[src/rtl/pixel_point_op.sv]
// Streaming per-channel point operation (offset/saturate, invert, threshold) with AXI4-Lite config.
// Define PIXEL_POINT_OP_STATS_EN to add the BEAT_CNT/FRAME_CNT handshake counters at 0x0C/0x10.
module pixel_point_op #(
    parameter int CH_WIDTH   = 8,
    parameter int NUM_CH     = 4,
    parameter int ADDR_WIDTH = 5
) (
    input  logic                         axi_clk,
    input  logic                         axi_reset,
    input  logic                         s_axis_valid,
    output logic                         s_axis_ready,
    input  logic                         s_axis_last,
    input  logic [CH_WIDTH*NUM_CH-1:0]   s_axis_data,
    input  logic [CH_WIDTH*NUM_CH/8-1:0] s_axis_keep,
    output logic                         m_axis_valid,
    input  logic                         m_axis_ready,
    output logic                         m_axis_last,
    output logic [CH_WIDTH*NUM_CH-1:0]   m_axis_data,
    output logic [CH_WIDTH*NUM_CH/8-1:0] m_axis_keep,
    input  logic [ADDR_WIDTH-1:0]        s_axi_awaddr,
    input  logic                         s_axi_awvalid,
    output logic                         s_axi_awready,
    input  logic [31:0]                  s_axi_wdata,
    input  logic [3:0]                   s_axi_wstrb,
    input  logic                         s_axi_wvalid,
    output logic                         s_axi_wready,
    output logic                         s_axi_bvalid,
    input  logic                         s_axi_bready,
    output logic [1:0]                   s_axi_bresp,
    input  logic [ADDR_WIDTH-1:0]        s_axi_araddr,
    input  logic                         s_axi_arvalid,
    output logic                         s_axi_arready,
    output logic                         s_axi_rvalid,
    input  logic                         s_axi_rready,
    output logic [1:0]                   s_axi_rresp,
    output logic [31:0]                  s_axi_rdata
);

    localparam int DW = CH_WIDTH * NUM_CH;

    typedef enum logic [1:0] {IDLE, WRESP, RRESP} lite_state_t;

    lite_state_t          state, state_next;
    logic                 wr_fire, rd_fire;
    logic [2:0]           wr_idx, rd_idx;
    logic [31:0]          wmask, rd_val;

    logic [3:0]           ctrl_sh, ctrl_act, cfg_ctrl;
    logic [CH_WIDTH-1:0]  thresh_sh, thresh_act, cfg_thresh;
    logic [CH_WIDTH:0]    offset_sh, offset_act, cfg_offset;
    logic                 in_frame;

    logic                 s_fire, m_fire;
    logic [DW-1:0]        proc_data;

    // ------------------------------------------------------------------
    // Point operation on one channel; BYPASS overrides everything.
    // ------------------------------------------------------------------
    function automatic logic [CH_WIDTH-1:0] point_op(
        input logic [CH_WIDTH-1:0] x,
        input logic [3:0]          ctrl,
        input logic [CH_WIDTH-1:0] thresh,
        input logic [CH_WIDTH:0]   offset
    );
        logic [CH_WIDTH+1:0] sum;
        logic [CH_WIDTH-1:0] y;
        y   = x;
        // Two guard bits: top bit flags underflow, next flags overflow.
        sum = {2'b00, x} + {offset[CH_WIDTH], offset};
        if (ctrl[0]) begin
            if (sum[CH_WIDTH+1])   y = '0;
            else if (sum[CH_WIDTH]) y = '1;
            else                    y = sum[CH_WIDTH-1:0];
        end
        if (ctrl[1]) y = ~y;
        if (ctrl[2]) y = (y >= thresh) ? '1 : '0;
        if (ctrl[3]) y = x;
        return y;
    endfunction

    // First beat of a frame sees the shadow directly so the whole frame uses one config.
    assign cfg_ctrl   = in_frame ? ctrl_act   : ctrl_sh;
    assign cfg_thresh = in_frame ? thresh_act : thresh_sh;
    assign cfg_offset = in_frame ? offset_act : offset_sh;

    always_comb begin
        proc_data = '0;
        for (int k = 0; k < NUM_CH; k++) begin
            proc_data[k*CH_WIDTH +: CH_WIDTH] =
                point_op(s_axis_data[k*CH_WIDTH +: CH_WIDTH], cfg_ctrl, cfg_thresh, cfg_offset);
        end
    end

    assign s_axis_ready = !m_axis_valid || m_axis_ready;
    assign s_fire       = s_axis_valid && s_axis_ready;
    assign m_fire       = m_axis_valid && m_axis_ready;

    // NOTE: state registers use non-blocking assignments so every flop samples pre-edge values.
    always_ff @(posedge axi_clk or posedge axi_reset) begin
        if (axi_reset) begin
            m_axis_valid <= 1'b0;
            m_axis_last  <= 1'b0;
            m_axis_data  <= '0;
            m_axis_keep  <= '0;
        end else if (s_fire) begin
            m_axis_valid <= 1'b1;
            m_axis_last  <= s_axis_last;
            m_axis_data  <= proc_data;
            m_axis_keep  <= s_axis_keep;
        end else if (m_axis_ready) begin
            m_axis_valid <= 1'b0;
        end
    end

    always_ff @(posedge axi_clk or posedge axi_reset) begin
        if (axi_reset) begin
            in_frame   <= 1'b0;
            ctrl_act   <= '0;
            thresh_act <= '0;
            offset_act <= '0;
        end else begin
            if (s_fire) in_frame <= !s_axis_last;
            if (!in_frame) begin
                ctrl_act   <= ctrl_sh;
                thresh_act <= thresh_sh;
                offset_act <= offset_sh;
            end
        end
    end

    // ------------------------------------------------------------------
    // AXI4-Lite slave
    // ------------------------------------------------------------------
    assign wr_idx  = s_axi_awaddr[4:2];
    assign rd_idx  = s_axi_araddr[4:2];
    assign wmask   = {{8{s_axi_wstrb[3]}}, {8{s_axi_wstrb[2]}},
                      {8{s_axi_wstrb[1]}}, {8{s_axi_wstrb[0]}}};
    assign wr_fire = (state == IDLE) && s_axi_awvalid && s_axi_wvalid;
    assign rd_fire = (state == IDLE) && s_axi_arvalid && !(s_axi_awvalid && s_axi_wvalid);

    always_ff @(posedge axi_clk or posedge axi_reset) begin
        if (axi_reset) state <= IDLE;
        else           state <= state_next;
    end

    // NOTE: every comb output gets a default first so no path can infer a latch.
    always_comb begin
        state_next    = state;
        s_axi_awready = 1'b0;
        s_axi_wready  = 1'b0;
        s_axi_arready = 1'b0;
        s_axi_bvalid  = 1'b0;
        s_axi_rvalid  = 1'b0;
        unique case (state)
            IDLE: begin
                s_axi_awready = 1'b1;
                s_axi_wready  = 1'b1;
                s_axi_arready = 1'b1;
                if (wr_fire)      state_next = WRESP;
                else if (rd_fire) state_next = RRESP;
            end
            WRESP: begin
                s_axi_bvalid = 1'b1;
                if (s_axi_bready) state_next = IDLE;
            end
            RRESP: begin
                s_axi_rvalid = 1'b1;
                if (s_axi_rready) state_next = IDLE;
            end
            default: state_next = IDLE;
        endcase
    end

    assign s_axi_bresp = 2'b00;
    assign s_axi_rresp = 2'b00;

    always_ff @(posedge axi_clk or posedge axi_reset) begin
        if (axi_reset) begin
            ctrl_sh   <= '0;
            thresh_sh <= '0;
            offset_sh <= '0;
        end else if (wr_fire) begin
            case (wr_idx)
                3'd0: ctrl_sh   <= (ctrl_sh & ~wmask[3:0]) | (s_axi_wdata[3:0] & wmask[3:0]);
                3'd1: thresh_sh <= (thresh_sh & ~wmask[CH_WIDTH-1:0])
                                 | (s_axi_wdata[CH_WIDTH-1:0] & wmask[CH_WIDTH-1:0]);
                3'd2: offset_sh <= (offset_sh & ~wmask[CH_WIDTH:0])
                                 | (s_axi_wdata[CH_WIDTH:0] & wmask[CH_WIDTH:0]);
                default: ;
            endcase
        end
    end

`ifdef PIXEL_POINT_OP_STATS_EN
    logic [31:0] beat_cnt, frame_cnt;
    logic        stats_clr;

    assign stats_clr = wr_fire && ((wr_idx == 3'd3) || (wr_idx == 3'd4));

    // A clear wins over a coincident output handshake.
    always_ff @(posedge axi_clk or posedge axi_reset) begin
        if (axi_reset) begin
            beat_cnt  <= '0;
            frame_cnt <= '0;
        end else if (stats_clr) begin
            beat_cnt  <= '0;
            frame_cnt <= '0;
        end else if (m_fire) begin
            beat_cnt <= beat_cnt + 32'd1;
            if (m_axis_last) frame_cnt <= frame_cnt + 32'd1;
        end
    end
`else
    logic unused_stats;
    assign unused_stats = m_fire;
`endif

    always_comb begin
        rd_val = '0;
        case (rd_idx)
            3'd0: rd_val[3:0]          = ctrl_sh;
            3'd1: rd_val[CH_WIDTH-1:0] = thresh_sh;
            3'd2: rd_val[CH_WIDTH:0]   = offset_sh;
`ifdef PIXEL_POINT_OP_STATS_EN
            3'd3: rd_val = beat_cnt;
            3'd4: rd_val = frame_cnt;
`endif
            default: ;
        endcase
    end

    always_ff @(posedge axi_clk or posedge axi_reset) begin
        if (axi_reset)    s_axi_rdata <= '0;
        else if (rd_fire) s_axi_rdata <= rd_val;
    end

    logic unused_bits;
    assign unused_bits = ^{s_axi_awaddr[1:0], s_axi_araddr[1:0],
                           s_axi_wdata[31:CH_WIDTH+1], wmask[31:CH_WIDTH+1]};

endmodule
[config.mk]
export PLATFORM = sky130hd
export DESIGN_NAME = pixel_point_op
export DESIGN_NICKNAME = d
export VERILOG_FILES = /design/src/rtl/pixel_point_op.sv
export SDC_FILE = /design/constraint.sdc
export NUM_CORES = 1
export LEC_CHECK = 0
export BUFFER_PORTS_ARGS = -buffer_cell sky130_fd_sc_hd__buf_2
export CORE_ASPECT_RATIO = 0.9
export CORE_MARGIN = 4
export CORE_UTILIZATION = 45
export CTS_BUF_LIST = sky130_fd_sc_hd__clkbuf_8
export DETAILED_ROUTE_END_ITERATION = 8
export PLACE_DENSITY = 0.71
export SYNTH_ARGS = -nofsm -noshare
export SYNTH_HDL_FRONTEND = slang
export SYNTH_SLANG_ARGS = --single-unit
[constraint.sdc]
create_clock -name axi_clk -period 4.5 [get_ports axi_clk]
set_clock_uncertainty 0.05 [all_clocks]
set_input_delay 0.45 -clock axi_clk [delete_from_list [all_inputs] [get_ports axi_clk]]
set_output_delay 0.45 -clock axi_clk [all_outputs]
set_load 0.02 [all_outputs]
==> metrics.yaml <==
outcome: "finished clean"
p_sw_share_pct: 46.3
fp.dieW_microns: 145
syn2layout_area_growth_pct: 25.9
final.setup.worst_slack_ns: 0.0937
wl_met3_microns: 2090
worst-setup-path-type: "reg2reg"
synth.most_common_cell: "dfrtp_1"
syn-instance-count: 858
routabilityCongestion: 0.902
core_sq_um: 16400
ys_types: 64
grt_pass1_wl_microns: 37400
grt_max_degree: 55
cp_data_required_time_ns: 4.71
via_per_inst: 5.90
maxSlewHeadroom_pct: 30.1
crit_fanout: 6
routedLengthMet1_microns: 10700
period_needed_ns: 4.41
clk_latency_ns: 0.38
stdcell_area_sq_um: 9550
critPathLaunchType: "flip-flop"
clock_sinks: 92
port_buffers: 115
pre_cts_ws_ns: -0.0775
slew_viol_final: 0
async_reset_ff_share_pct: 100
synth_area_leaders: "dfrtp_1 30%, ha_1 11%, mux2_2 5.0%"
synth.largest_area_cell: "dfrtp_1"
ant_nets: 0
syn_area_sq_um: 7590
leakage_uw: 0.00460
clockPowerShare_pct: 11.6
drt_wl_total_microns: 24400
grt_antenna_before_repair: 0
fin_crit_sh_pct: 97.9
remaining_drc_errors: 0
drv_cap: 0
place_hpwl_microns: 18500
power_uw: 5780
die_y_microns: 131
ys_warn_count: 0
synth_top_area_share_pct: 30.3
vias: 7352
hold_ws_ns: 0.102
cts_buffer_depth: 2
fmax_ghz: 0.227
ios: 172
power.switching_uw: 2670
worstPathArrival_ns: 4.61
dr.pass1.iters: 5
top_layer_used: "met4"
hold_viol_final: 0
tightest_slew_ns: 1.04
ir_drop_mv: 0.226
num_rows: 44
dpl_cell_area_sq_um: 8780
diodes: 0
power_density_nw_per_um2: 605
p_int_uw: 3100
initial_core_util_pct: 46.4
fin_tns_setup_ns: 0
setup_viol_count_final: 0
cts_tree: "yes"
synth_edf_count: 0
drt_iter0_drc: 647
synth-seq-cells: 92
grt-ovfl-total: 0
drive_gt1_share_pct: 33.1
clk_pin_slew_ns: 0.10
die_area_sq_um: 19000
final_nets: 1194
cp-end-kind: "flip-flop"
htreeDepth: 3
hp-class: "in2async"
grt_pass1_vias: 6874
root_buffer: "clkbuf_8"
cts_made_buffers: 9
track_usage_pct: 24.8
wl_met2_microns: 11000
holdBufCountCts: 0
yosysSeqAreaShare_pct: 30.3
syn_avg_cell_area_sq_um: 8.84
pwr-share-comb_pct: 66.6
synth_common_cells: "92 x dfrtp_1, 72 x nand2_1, 64 x ha_1"
synth-main-ff-cell: "dfrtp_1"
wl_per_cell_microns: 19.6
p_seq_share_pct: 21.8
## path summary, 6_finish.rpt
kind,start,to,slack [ns],cells past startpoint
min in group axi_clk,s_axi_rready,state[1],0.19,2
max,in_frame,m_axis_data[26],0.09,19
max reg2reg,in_frame,m_axis_data[26],0.09,19
min,axi_reset,m_axis_keep[3],0.10,2
max in group asynchronous,axi_reset,thresh_act[3],3.28,3
min reg2reg,m_axis_keep[3],m_axis_keep[3],0.43,2
## layer usage
layer	vias up	GRT usage (%)
li1	3519	-
met1	3481	36.6
met2	306	37.8
met3	46	4.72
met4	0	5.39
met5	-	0
## final cells by class
cell class	instances	area (sq um)
Multi-Input combinational cell	702	5400
Clock inverter	6	100
Sequential cell	92	2300
Tap cell	207	259
Timing Repair Buffer	199	1240
Inverter	30	115
Fill cell	1463	6800
Clock buffer	10	138
## worst max-delay path: stages, from the launching register on
cell and delay [ns]:
dfrtp_1 0.38, buf_6 0.13, buf_4 0.15, mux2_2 0.47
ha_2 0.43, o21ai_0 0.17, nor3_4 0.21, mux2i_4 0.27
buf_4 0.17, o22ai_1 0.08, a22o_1 0.25, xnor2_1 0.14
ha_1 0.30, a21o_1 0.18, a21oi_1 0.13, o21ai_0 0.10
a41o_2 0.27, buf_12 0.15, a22oi_1 0.13, nand3_1 0.12
## what timing repair did
action,CTS,global route
endpoints found under the setup margin,20,32
setup buffers,1,9
pin swaps,4,28
resized for setup,12,82
## power groups by stage
| stage | logic (uW) | registers [uW] | clock network (uW) |
|---|---|---|---|
| 6_report | 3850 | 1260 | 668 |
| 5_1_grt | 4190 | 1280 | 711 |
| 4_1_cts | 3490 | 1260 | 678 |
| 3_5_place_dp | 3430 | 1270 | 0 |
| 3_3_place_gp | 3350 | 1270 | 0 |
| 2_1_floorplan | 2130 | 1410 | 0 |
## stage by stage
step | std cells | utilization [%]
2_1_floorplan | 884 | -
3_3_place_gp | 1220 | 53.7
3_5_place_dp | 1220 | 53.7
4_1_cts | 1237 | 55.5
5_1_grt | 1246 | 58.4
6_report | 1246 | 58.4
## logic make-up (layout without fill, tap and decap cells)
| family | after synthesis | count (layout) | synth area share (%) |
|---|---|---|---|
| XOR/XNOR | 34 | 34 | 3.93 |
| AO/OA/AOI/OAI | 264 | 264 | 23.2 |
| adder cells (fa/ha/maj) | 68 | 68 | 11.6 |
| other | 1 | 27 | 0.0494 |
| flip-flops | 92 | 92 | 30.3 |
| AND/OR/NAND/NOR | 257 | 257 | 16.8 |
| buffers and inverters | 90 | 245 | 6.30 |
| multiplexers | 52 | 52 | 7.75 |
## cell usage in the layout (no fill, tap or decap), drive strengths merged, types with 4 or more instances in the layout
| master | synthesis | final |
|---|---|---|
| buf | 45 | 199 |
| dfrtp | 92 | 92 |
| nand2 | 72 | 72 |
| ha | 64 | 64 |
| o21ai | 62 | 62 |
| nor2 | 55 | 55 |
| a21oi | 49 | 49 |
| inv | 30 | 34 |
| mux2 | 34 | 34 |
| nand3 | 31 | 31 |
| xnor2 | 28 | 28 |
| conb | 1 | 27 |
| nor3 | 26 | 26 |
| a22oi | 25 | 25 |
| a21o | 22 | 22 |
| o31ai | 21 | 21 |
| mux2i | 18 | 18 |
| nand4 | 17 | 17 |
| a22o | 15 | 15 |
| o211ai | 13 | 13 |
| or4 | 12 | 12 |
| a31oi | 10 | 10 |
| clkbuf | 15 | 10 |
| or3 | 9 | 9 |
| a211oi | 9 | 9 |
| nand2b | 8 | 8 |
| nor2b | 7 | 7 |
| xor2 | 6 | 6 |
| and2 | 6 | 6 |
| a31o | 6 | 6 |
| a41o | 4 | 4 |
| fa | 4 | 4 |
| o21a | 4 | 4 |
Power figures use the tool's default switching activity.
